`src/rtl/frame_arb_pkg.sv`:
```
// Shared state encoding and slot helpers for the frame burst arbiter.
// Slot 2c is channel c's read request, slot 2c+1 is its write request.
package frame_arb_pkg;

    typedef enum logic [2:0] {
        IDLE,
        RD,
        WR,
        ZERO,
        GAP
    } arb_state_e;

    function automatic int unsigned slot_ch(input int unsigned slot);
        return slot >> 1;
    endfunction

    function automatic logic slot_is_wr(input int unsigned slot);
        return slot[0];
    endfunction

endpackage

```
`src/rtl/frame_burst_arbiter_rr_pick.sv`:
```
// Combinational winner select: round-robin after 'last' (MODE=0) or lowest slot (MODE=1).
// Zero latency; no handshake, the caller samples win/found when it is ready to grant.
module rr_pick #(
    parameter  int N    = 8,
    parameter  int MODE = 0,
    localparam int SW   = (N > 1) ? $clog2(N) : 1
) (
    input  logic [N-1:0]  req,
    input  logic [SW-1:0] last,
    output logic [SW-1:0] win,
    output logic          found
);

    logic [SW-1:0] idx;

    // Scan from lowest to highest priority so the last hit is the winner.
    always_comb begin
        win   = '0;
        found = 1'b0;
        idx   = '0;
        if (MODE != 0) begin
            for (int i = N - 1; i >= 0; i--) begin
                idx = SW'(i);
                if (req[idx]) begin
                    win   = idx;
                    found = 1'b1;
                end
            end
        end else begin
            for (int k = N; k >= 1; k--) begin
                idx = SW'((int'(last) + k) % N);
                if (req[idx]) begin
                    win   = idx;
                    found = 1'b1;
                end
            end
        end
    end

endmodule

```
`src/rtl/frame_burst_arbiter.sv`:
```
// Shares one memory controller port between CHANNELS read/write slot pairs, one burst at a time.
// Grant and memory requests registered one cycle after IDLE sampling; strobes routed combinationally.
module frame_burst_arbiter
    import frame_arb_pkg::*;
#(
    parameter  int CHANNELS      = 4,
    parameter  int MEM_DATA_BITS = 16,
    parameter  int ADDR_BITS     = 24,
    parameter  int BUSRT_BITS    = 10,
    parameter  int PRIORITY_MODE = 0,
    localparam int NS            = 2 * CHANNELS,
    localparam int SW            = $clog2(2 * CHANNELS)
) (
    input  logic                              mem_clk,
    input  logic                              rst,

    input  logic [CHANNELS-1:0]               ch_rd_burst_req,
    input  logic [CHANNELS*BUSRT_BITS-1:0]    ch_rd_burst_len,
    input  logic [CHANNELS*ADDR_BITS-1:0]     ch_rd_burst_addr,
    output logic [CHANNELS-1:0]               ch_rd_burst_data_valid,
    output logic [CHANNELS-1:0]               ch_rd_burst_finish,

    input  logic [CHANNELS-1:0]               ch_wr_burst_req,
    input  logic [CHANNELS*BUSRT_BITS-1:0]    ch_wr_burst_len,
    input  logic [CHANNELS*ADDR_BITS-1:0]     ch_wr_burst_addr,
    output logic [CHANNELS-1:0]               ch_wr_burst_data_req,
    input  logic [CHANNELS*MEM_DATA_BITS-1:0] ch_wr_burst_data,
    output logic [CHANNELS-1:0]               ch_wr_burst_finish,

    output logic                              rd_burst_req,
    output logic [BUSRT_BITS-1:0]             rd_burst_len,
    output logic [ADDR_BITS-1:0]              rd_burst_addr,
    input  logic                              rd_burst_data_valid,
    input  logic                              rd_burst_finish,

    output logic                              wr_burst_req,
    output logic [BUSRT_BITS-1:0]             wr_burst_len,
    output logic [ADDR_BITS-1:0]              wr_burst_addr,
    input  logic                              wr_burst_data_req,
    output logic [MEM_DATA_BITS-1:0]          wr_burst_data,
    input  logic                              wr_burst_finish,

    output logic                              grant_valid,
    output logic [SW-1:0]                     grant_slot
);

    arb_state_e            state_q, state_d;
    logic [SW-1:0]         last_q, last_d;
    logic [SW-1:0]         slot_q, slot_d;
    logic                  gv_q, gv_d;
    logic                  rd_req_q, rd_req_d;
    logic [BUSRT_BITS-1:0] rd_len_q, rd_len_d;
    logic [ADDR_BITS-1:0]  rd_addr_q, rd_addr_d;
    logic                  wr_req_q, wr_req_d;
    logic [BUSRT_BITS-1:0] wr_len_q, wr_len_d;
    logic [ADDR_BITS-1:0]  wr_addr_q, wr_addr_d;

    logic [NS-1:0]         req_vec;
    logic [SW-1:0]         win;
    logic                  found;
    logic [BUSRT_BITS-1:0] win_len;
    logic [ADDR_BITS-1:0]  win_addr;

    always_comb begin
        req_vec = '0;
        for (int c = 0; c < CHANNELS; c++) begin
            req_vec[2*c]     = ch_rd_burst_req[c];
            req_vec[2*c + 1] = ch_wr_burst_req[c];
        end
    end

    rr_pick #(
        .N    (NS),
        .MODE (PRIORITY_MODE)
    ) u_pick (
        .req   (req_vec),
        .last  (last_q),
        .win   (win),
        .found (found)
    );

    always_comb begin
        win_len  = '0;
        win_addr = '0;
        for (int c = 0; c < CHANNELS; c++) begin
            if (int'(slot_ch(32'(win))) == c) begin
                if (slot_is_wr(32'(win))) begin
                    win_len  = ch_wr_burst_len[c*BUSRT_BITS +: BUSRT_BITS];
                    win_addr = ch_wr_burst_addr[c*ADDR_BITS +: ADDR_BITS];
                end else begin
                    win_len  = ch_rd_burst_len[c*BUSRT_BITS +: BUSRT_BITS];
                    win_addr = ch_rd_burst_addr[c*ADDR_BITS +: ADDR_BITS];
                end
            end
        end
    end

    always_comb begin
        state_d   = state_q;
        last_d    = last_q;
        slot_d    = slot_q;
        gv_d      = gv_q;
        rd_req_d  = rd_req_q;
        rd_len_d  = rd_len_q;
        rd_addr_d = rd_addr_q;
        wr_req_d  = wr_req_q;
        wr_len_d  = wr_len_q;
        wr_addr_d = wr_addr_q;
        case (state_q)
            IDLE: begin
                if (found) begin
                    slot_d = win;
                    last_d = win;
                    gv_d   = 1'b1;
                    if (win_len == '0) begin
                        state_d = ZERO;
                    end else if (slot_is_wr(32'(win))) begin
                        state_d   = WR;
                        wr_req_d  = 1'b1;
                        wr_len_d  = win_len;
                        wr_addr_d = win_addr;
                    end else begin
                        state_d   = RD;
                        rd_req_d  = 1'b1;
                        rd_len_d  = win_len;
                        rd_addr_d = win_addr;
                    end
                end
            end
            RD: begin
                if (rd_burst_finish) begin
                    state_d   = GAP;
                    gv_d      = 1'b0;
                    rd_req_d  = 1'b0;
                    rd_len_d  = '0;
                    rd_addr_d = '0;
                end
            end
            WR: begin
                if (wr_burst_finish) begin
                    state_d   = GAP;
                    gv_d      = 1'b0;
                    wr_req_d  = 1'b0;
                    wr_len_d  = '0;
                    wr_addr_d = '0;
                end
            end
            ZERO: begin
                state_d = GAP;
                gv_d    = 1'b0;
            end
            GAP:     state_d = IDLE;
            default: state_d = IDLE;
        endcase
    end

    always_ff @(posedge mem_clk or posedge rst) begin
        if (rst) begin
            state_q   <= IDLE;
            last_q    <= SW'(NS - 1);
            slot_q    <= '0;
            gv_q      <= 1'b0;
            rd_req_q  <= 1'b0;
            rd_len_q  <= '0;
            rd_addr_q <= '0;
            wr_req_q  <= 1'b0;
            wr_len_q  <= '0;
            wr_addr_q <= '0;
        end else begin
            state_q   <= state_d;
            last_q    <= last_d;
            slot_q    <= slot_d;
            gv_q      <= gv_d;
            rd_req_q  <= rd_req_d;
            rd_len_q  <= rd_len_d;
            rd_addr_q <= rd_addr_d;
            wr_req_q  <= wr_req_d;
            wr_len_q  <= wr_len_d;
            wr_addr_q <= wr_addr_d;
        end
    end

    // Strobes in IDLE/GAP fall through here as zeros, so stray controller pulses are dropped.
    always_comb begin
        ch_rd_burst_data_valid = '0;
        ch_rd_burst_finish     = '0;
        ch_wr_burst_data_req   = '0;
        ch_wr_burst_finish     = '0;
        wr_burst_data          = '0;
        for (int c = 0; c < CHANNELS; c++) begin
            if (int'(slot_ch(32'(slot_q))) == c) begin
                if (state_q == RD) begin
                    ch_rd_burst_data_valid[c] = rd_burst_data_valid;
                    ch_rd_burst_finish[c]     = rd_burst_finish;
                end
                if (state_q == WR) begin
                    ch_wr_burst_data_req[c] = wr_burst_data_req;
                    ch_wr_burst_finish[c]   = wr_burst_finish;
                    wr_burst_data           = ch_wr_burst_data[c*MEM_DATA_BITS +: MEM_DATA_BITS];
                end
                if (state_q == ZERO) begin
                    if (slot_is_wr(32'(slot_q))) begin
                        ch_wr_burst_finish[c] = 1'b1;
                    end else begin
                        ch_rd_burst_finish[c] = 1'b1;
                    end
                end
            end
        end
    end

    assign rd_burst_req  = rd_req_q;
    assign rd_burst_len  = rd_len_q;
    assign rd_burst_addr = rd_addr_q;
    assign wr_burst_req  = wr_req_q;
    assign wr_burst_len  = wr_len_q;
    assign wr_burst_addr = wr_addr_q;
    assign grant_valid   = gv_q;
    assign grant_slot    = slot_q;

endmodule

```
`config.mk`:
```
export PLATFORM = sky130hd
export DESIGN_NAME = frame_burst_arbiter
export DESIGN_NICKNAME = d
export VERILOG_FILES = /design/src/rtl/frame_arb_pkg.sv /design/src/rtl/frame_burst_arbiter_rr_pick.sv /design/src/rtl/frame_burst_arbiter.sv
export SDC_FILE = /design/constraint.sdc
export NUM_CORES = 1
export LEC_CHECK = 0
export BUFFER_PORTS_ARGS = -buffer_cell sky130_fd_sc_hd__buf_4
export CAP_MARGIN = 10
export CORE_AREA = 2 2 175 177
export DETAILED_ROUTE_END_ITERATION = 8
export DIE_AREA = 0 0 177 179
export GPL_TIMING_DRIVEN = 0
export PLACE_DENSITY = 0.59
export SETUP_SLACK_MARGIN = 0.05
export SLEW_MARGIN = 15
export SYNTH_ARGS = -nofsm -noshare
export SYNTH_HDL_FRONTEND = slang
export SYNTH_SLANG_ARGS = --single-unit
export TNS_END_PERCENT = 20
```
`constraint.sdc`:
```
create_clock -name mem_clk -period 7.8 [get_ports mem_clk]
set_clock_uncertainty 0.2 [all_clocks]
set_input_delay 1.17 -clock mem_clk [delete_from_list [all_inputs] [get_ports mem_clk]]
set_output_delay 1.17 -clock mem_clk [all_outputs]
set_load 0.02 [all_outputs]
```
==> out/metrics.cfg, run 1 <==
[run_status]
status=finished with violations
failed_checks=DRC

[clock_tree]
cts-root-buf=clkbuf_16
cts_resized=0
hold_buffers=0
clkTransAtPathRegs_ns=0.07
htreeDepth=3
numClockSinks=80
postCtsSetupRepairBufs=0
cts_tree=built
cts-buffers-inserted=9
cts_max_path_buffers=2
clock_latency_ns=0.34

[synthesis]
synth_area_sq_um=8130
synth-edff-count=0
synth_xor_area_share_pct=0.431
synth_top_area_share_pct=23.7
synth_top_cell_by_area=dfrtp_1
yosys.area_share.simple_pct=21.6
synth_adder_area_share_pct=0.308
synth_top_cells_by_area=dfrtp_1, nand2_1, mux4_2, mux2i_1, o21ai_0
async_reset_ff_share_pct=100
synth.area.mux_share_pct=20.4
synth.distinct_cells=79
synth_top_family_by_area=compound AO/OA/AOI/OAI gates
ys_warn_count=0
syn-num-nets=1305
synth_compound_area_share_pct=24.7
synth-main-ff-cell=dfrtp_1
netlist_instances=953
synth_seq_cells=80
ys_seq_area_share_pct=24.7
avgSynthCellArea_sq_um=8.53

[layout]
syn2layout_area_growth_pct=52.4
drive_above_1_share_pct=43.3
final_area_sq_um=12400
final_common_cell=buf_4
num-nets-final=1772
finalNonFillerCells=1822
fillers=3076
layout_common_cells=buf_4, nand2_1, dfrtp_1, o21ai_0, mux2i_1

[global_route]
grt_pass1_wl_um=61200
grt_usage_pct=26.5
overflow=0
grt_max_degree=57
antenna_found_initial=1
grt_pass1_vias=9531

[floorplan]
rows=64
initial_utilization_pct=27.1
pin_count=456
dieHeight_um=179
die_w_um=177
dieArea_sq_um=31700
design.core.area_sq_um=30000

[worst_hold_path]
holdCritStartpoint=rd_burst_req$_DFFE_PP0P_
hold_end=rd_burst_req$_DFFE_PP0P_
whs_path_depth=1
hold_path_class=reg -> reg

[timing]
rsz0062_at_grt=false
setup_violations=0
setup_tns_ns=0
slew_viol_final=0
fmax_ghz=0.170
hold_viol_final=0
period_needed_ns=5.87
fin_crit_sh_pct=75.2
slew-limit-headroom_pct=28.2
worst_hold_slack_ns=0.293
worst_pin_slew_ns=1.07

[place]
placed_cell_area_sq_um=12100
gp_congestion=0.921
dp_hpwl_um=36300
io_buffers=455
dp_cells=1805

[setup_path]
cp_data_required_time_ns=7.84
reg2reg_depth=15
slowest_stage=buf_1
reg2reg_to=wr_burst_addr[17]$_DFFE_PP0P_
end_kind=flip-flop
startpoint_type=flip-flop
crit_chain=buf_6 > buf_6 > inv_1 > ha_1 > buf_6 > mux4_2 > a21oi_1 > o311ai_4 > a21oi_2 > buf_4 > clkbuf_1 > buf_1 > clkbuf_1 > o21ai_0 > a32o_1
critPathArrivalTime_ns=5.90
cp_num_buf_inv=8
r2r_setup_slack_ns=1.93
worstReg2RegStart=last_q[0]$_DFFE_PP1P_
critPathMaxFanout=10
critPathMaxStageDelay_ns=0.66
crit_family=buffers and inverters
crit_type=reg -> reg
crit_top_cell=buf_6

[routing]
drtIter0Drc=716
first_pass_iters=9
ant_nets=0
avgRoutedWirePerCell_um=24.2
drc=2
num_vias=9860
vias_per_cell=5.41
wl_um=44100

[run]
cap_violations=0

[sequential cells by signal, indices dropped and copies added (netlist names)]
register and cells:
grant_slot 3, grant_valid 1, last_q 3, rd_burst_addr 24, rd_burst_len 10, rd_burst_req 1
state_q 3, wr_burst_addr 24, wr_burst_len 10, wr_burst_req 1
[layer usage]
| metal | up-vias | GRT usage, % | wire [um] |
|---|---|---|---|
| met2 | 553 | 45.4 | 21500 |
| met4 | 0 | 8.37 | 1350 |
| met3 | 69 | 6.32 | 3920 |
| met1 | 4770 | 32.7 | 17300 |
| li1 | 4468 | - | - |
| met5 | - | 0 | 0 |
[metrics by stage]
step / utilization (%) / setup slack, ns
detailed placement: 40.2 / 1.90
CTS: 41.2 / 1.90
floorplan: - / 3.22
global placement: 40.1 / 1.96
global route: 41.2 / 1.61
finish: 41.2 / 1.93
[cells by family after synthesis]
logic type,Yosys count
compound gates,241
flops,80
buf+inv,126
fa+ha+maj,2
mux,119
simple gates,381
xor+xnor,4
[worst max path at each step]
stage	startpoint	to	slack [ns]	cells past startpoint
2_1_floorplan	last_q[0]$_DFFE_PP1P_	wr_burst_addr[0]$_DFFE_PP0P_	3.22	18
3_5_place_dp	last_q[0]$_DFFE_PP1P_	rd_burst_addr[17]$_DFFE_PP0P_	1.90	16
5_1_grt	last_q[0]$_DFFE_PP1P_	wr_burst_len[9]$_DFFE_PP0P_	1.61	17
6_report	last_q[0]$_DFFE_PP1P_	wr_burst_addr[17]$_DFFE_PP0P_	1.93	15
4_1_cts	last_q[0]$_DFFE_PP1P_	rd_burst_addr[17]$_DFFE_PP0P_	1.90	17
3_3_place_gp	last_q[0]$_DFFE_PP1P_	rd_burst_addr[17]$_DFFE_PP0P_	1.96	16
[worst reg2reg max path, stage by stage (launching register included)]
cell,delay [ns]
dfstp_2,0.54
buf_6,0.17
buf_6,0.18
inv_1,0.16
ha_1,0.33
buf_6,0.13
mux4_2,0.59
a21oi_1,0.39
o311ai_4,0.21
a21oi_2,0.22
buf_4,0.29
clkbuf_1,0.50
buf_1,0.66
clkbuf_1,0.42
o21ai_0,0.39
a32o_1,0.37
[cells in the mapped netlist, types with 20 or more instances]
master    instances
dfrtp_1          77
mux2_2           20
a32o_1           21
o32ai_2          20
clkbuf_1         35
and3_1           36
mux2i_1          63
inv_1            36
o21ai_0          65
nand2_1         225
nor2_1           34
mux4_2           35
[cell type report]
| cell class | instances | area (sq um) | share of cell area, % |
|---|---|---|---|
| Inverter | 36 | 138 | 1.11 |
| Sequential cell | 80 | 2010 | 16.2 |
| Antenna cell | 1 | 2.50 | 0.0202 |
| Tap cell | 396 | 495 | 4.00 |
| Clock inverter | 7 | 87.6 | 0.707 |
| Clock buffer | 9 | 225 | 1.82 |
| Buffer | 90 | 510 | 4.12 |
| Multi-Input combinational cell | 747 | 5480 | 44.2 |
| Timing Repair Buffer | 456 | 3440 | 27.8 |
Power of run 1 is not shown: default switching activity piles up to over one toggle a cycle in this logic, so the estimate is an artifact.
==> run 2: changes to the inputs <==
ABC_AREA = 1   (was unset)
CORE_AREA = 2 2 177 179   (was 2 2 175 177)
DIE_AREA = 0 0 179 181   (was 0 0 177 179)
PLACE_DENSITY = 0.55   (was 0.59)
clock period = 5.8 ns   (was 7.8 ns; I/O delays follow)
==> out/metrics.cfg, run 2 <==
[run_status]
status=completed

[synthesis]
synth.distinct_cells=35
synth-main-ff-cell=dfrtp_1
avgSynthCellArea_sq_um=5.78
synth_area_sq_um=7400
synth.most_common_cell=nand2_1
ys_seq_area_share_pct=27.1
synth_seq_cells=80
ys_warn_count=0
async_reset_ff_share_pct=100
syn-num-nets=1632
netlist_instances=1280
synth_top_cells_by_area=dfrtp_1, nand2_1, nor2_1, nand3_1, o21ai_0
synth_top_area_share_pct=26.0
synth_top_cell_by_area=dfrtp_1
synth-edff-count=0
synth_commonest_cells=nand2_1, nor2_1, nand3_1

[timing]
fin_crit_sh_pct=90.7
setup_violations=0
slew-limit-headroom_pct=43.6
slew_viol_final=0
worst_pin_slew_ns=0.847
setup_tns_ns=0
hold_viol_final=0
fmax_ghz=0.190
rsz0062_at_grt=false
period_needed_ns=5.26
worst_hold_slack_ns=0.273

[routing]
avgRoutedWirePerCell_um=19.5
ant_nets=0
first_pass_iters=5
drc=0
vias_per_cell=4.85
wl_um=41900
drtIter0Drc=697
num_vias=10400

[setup_path]
worstReg2RegStart=last_q[0]$_DFFE_PP1P_
crit_chain=buf_4 > inv_2 > buf_6 > ha_1 > inv_1 > nand3_1 > nand3_1 > nand2_2 > a21oi_1 > o21ai_1 > nand2_1 > nand2_2 > nand2_2 > inv_2 > buf_2 > buf_2 > clkbuf_1 > o21ai_0 > o211ai_1 > nand2_1 > nor2_1 > nand4_1 > nand2_1
crit_type=reg -> reg
slowest_stage=dfstp_2
startpoint=last_q[0]$_DFFE_PP1P_
critPathMaxFanout=10
critPathArrivalTime_ns=5.33
critPathMaxStageDelay_ns=0.54
end_kind=flip-flop
startpoint_type=flip-flop
cp_data_required_time_ns=5.87

[clock_tree]
clock_latency_ns=0.33
numClockSinks=80
hold_buffers=0
clkTransAtPathRegs_ns=0.06
cts_resized=0
cts_max_path_buffers=2
htreeDepth=3
cts_tree=built
cts-buffers-inserted=9
postCtsSetupRepairBufs=0
cts-root-buf=clkbuf_16

[run]
cap_violations=0

[global_route]
grt_usage_pct=24.4
grt_max_degree=59
overflow=0
antenna_found_initial=1
grt_pass1_wl_um=59300
grt_pass1_vias=10000

[layout]
final_common_cell=nand2_1
fillers=3400
layout_common_cells=nand2_1, buf_4, nor2_1, nand3_1, o21ai_0
syn2layout_area_growth_pct=57.3
drive_above_1_share_pct=33.0
num-nets-final=2099

[floorplan]
rows=64
design.core.area_sq_um=30300
initial_utilization_pct=24.4
pin_count=456
dieArea_sq_um=32400
die_w_um=179
dieHeight_um=181

[worst_hold_path]
holdCritStartpoint=wr_burst_len[6]$_DFFE_PP0P_
hold_path_class=reg -> reg

[place]
dp_hpwl_um=35400
io_buffers=455
gp_congestion=0.910

-- run 2: cell count changes in the layout (fill, tap and decap cells not counted), moves of 17 or more --
cell,before,now
mux2_2,20,0
mux2i_1,63,0
nand2_1,225,474
a32o_1,21,0
and2_1,18,1
o21ai_0,65,113
nor2_1,34,164
nand3_1,18,117
mux4_2,35,0
or2_2,0,41
o32ai_2,20,0
nand4_1,2,85
and3_1,36,0
-- run 2: cells by family after synthesis --
| group | Yosys count | share of synthesized area [%] |
|---|---|---|
| AOI/OAI and AO/OA | 157 | 11.1 |
| DFF | 80 | 27.1 |
| adders and majority gates | 2 | 0.338 |
| and+or+nand+nor | 902 | 52.9 |
| xor gates and xnor gates | 3 | 0.355 |
| buffers and inverters | 136 | 8.19 |
-- run 2: critical path, delay by kind of cell (launching register included) --
kind	cells	cell delay, ns
buffers and inverters	8	1.86
and+or+nand+nor	10	1.27
AOI/OAI and AO/OA	4	0.86
DFF	1	0.54
adders and majority gates	1	0.45
-- run 2: final timing paths --
| kind | cells after the start | to | slack, ns |
|---|---|---|---|
| max | 23 | wr_burst_addr[19]$_DFFE_PP0P_ | 0.54 |
| min | 2 | wr_burst_len[6]$_DFFE_PP0P_ | 0.27 |
| max reg2reg | 23 | wr_burst_addr[19]$_DFFE_PP0P_ | 0.54 |
| min reg2reg | 2 | wr_burst_len[6]$_DFFE_PP0P_ | 0.27 |
| max in group asynchronous | 3 | rd_burst_addr[2]$_DFFE_PP0P_ | 4.50 |
| min in group asynchronous | 2 | wr_burst_len[8]$_DFFE_PP0P_ | 0.31 |
-- run 2: through the flow --
stage	setup WS (ns)	area [sq um]	util, %	instances
2_1_floorplan	2.11	7400	-	1280
3_3_place_gp	0.620	11300	37.3	2131
3_5_place_dp	0.661	11300	37.4	2132
4_1_cts	0.634	11600	38.3	2148
5_1_grt	0.198	11600	38.3	2149
6_report	0.540	11600	38.3	2149
-- run 2: per-layer routing --
layer,part of all wire (%),wire [um],GRT usage [%]
met3,7.6,3180,4.55
met4,2.7,1110,7.35
met5,0,0,0
met2,49,20500,43.4
met1,41,17100,29.5
-- run 2: cell type report --
cell class	instances	area [sq um]	area share, %
well taps	396	495	4.26
inverters	45	171	1.47
multi-input cells	1064	4790	41.2
repair buffers	456	3440	29.6
diodes	1	2.50	0.0215
clock inverters	7	63.8	0.548
clock buffers	9	225	1.94
flip-flops and latches	80	2010	17.2
plain buffers	91	437	3.75
Power of run 2 is left out for the same reason.
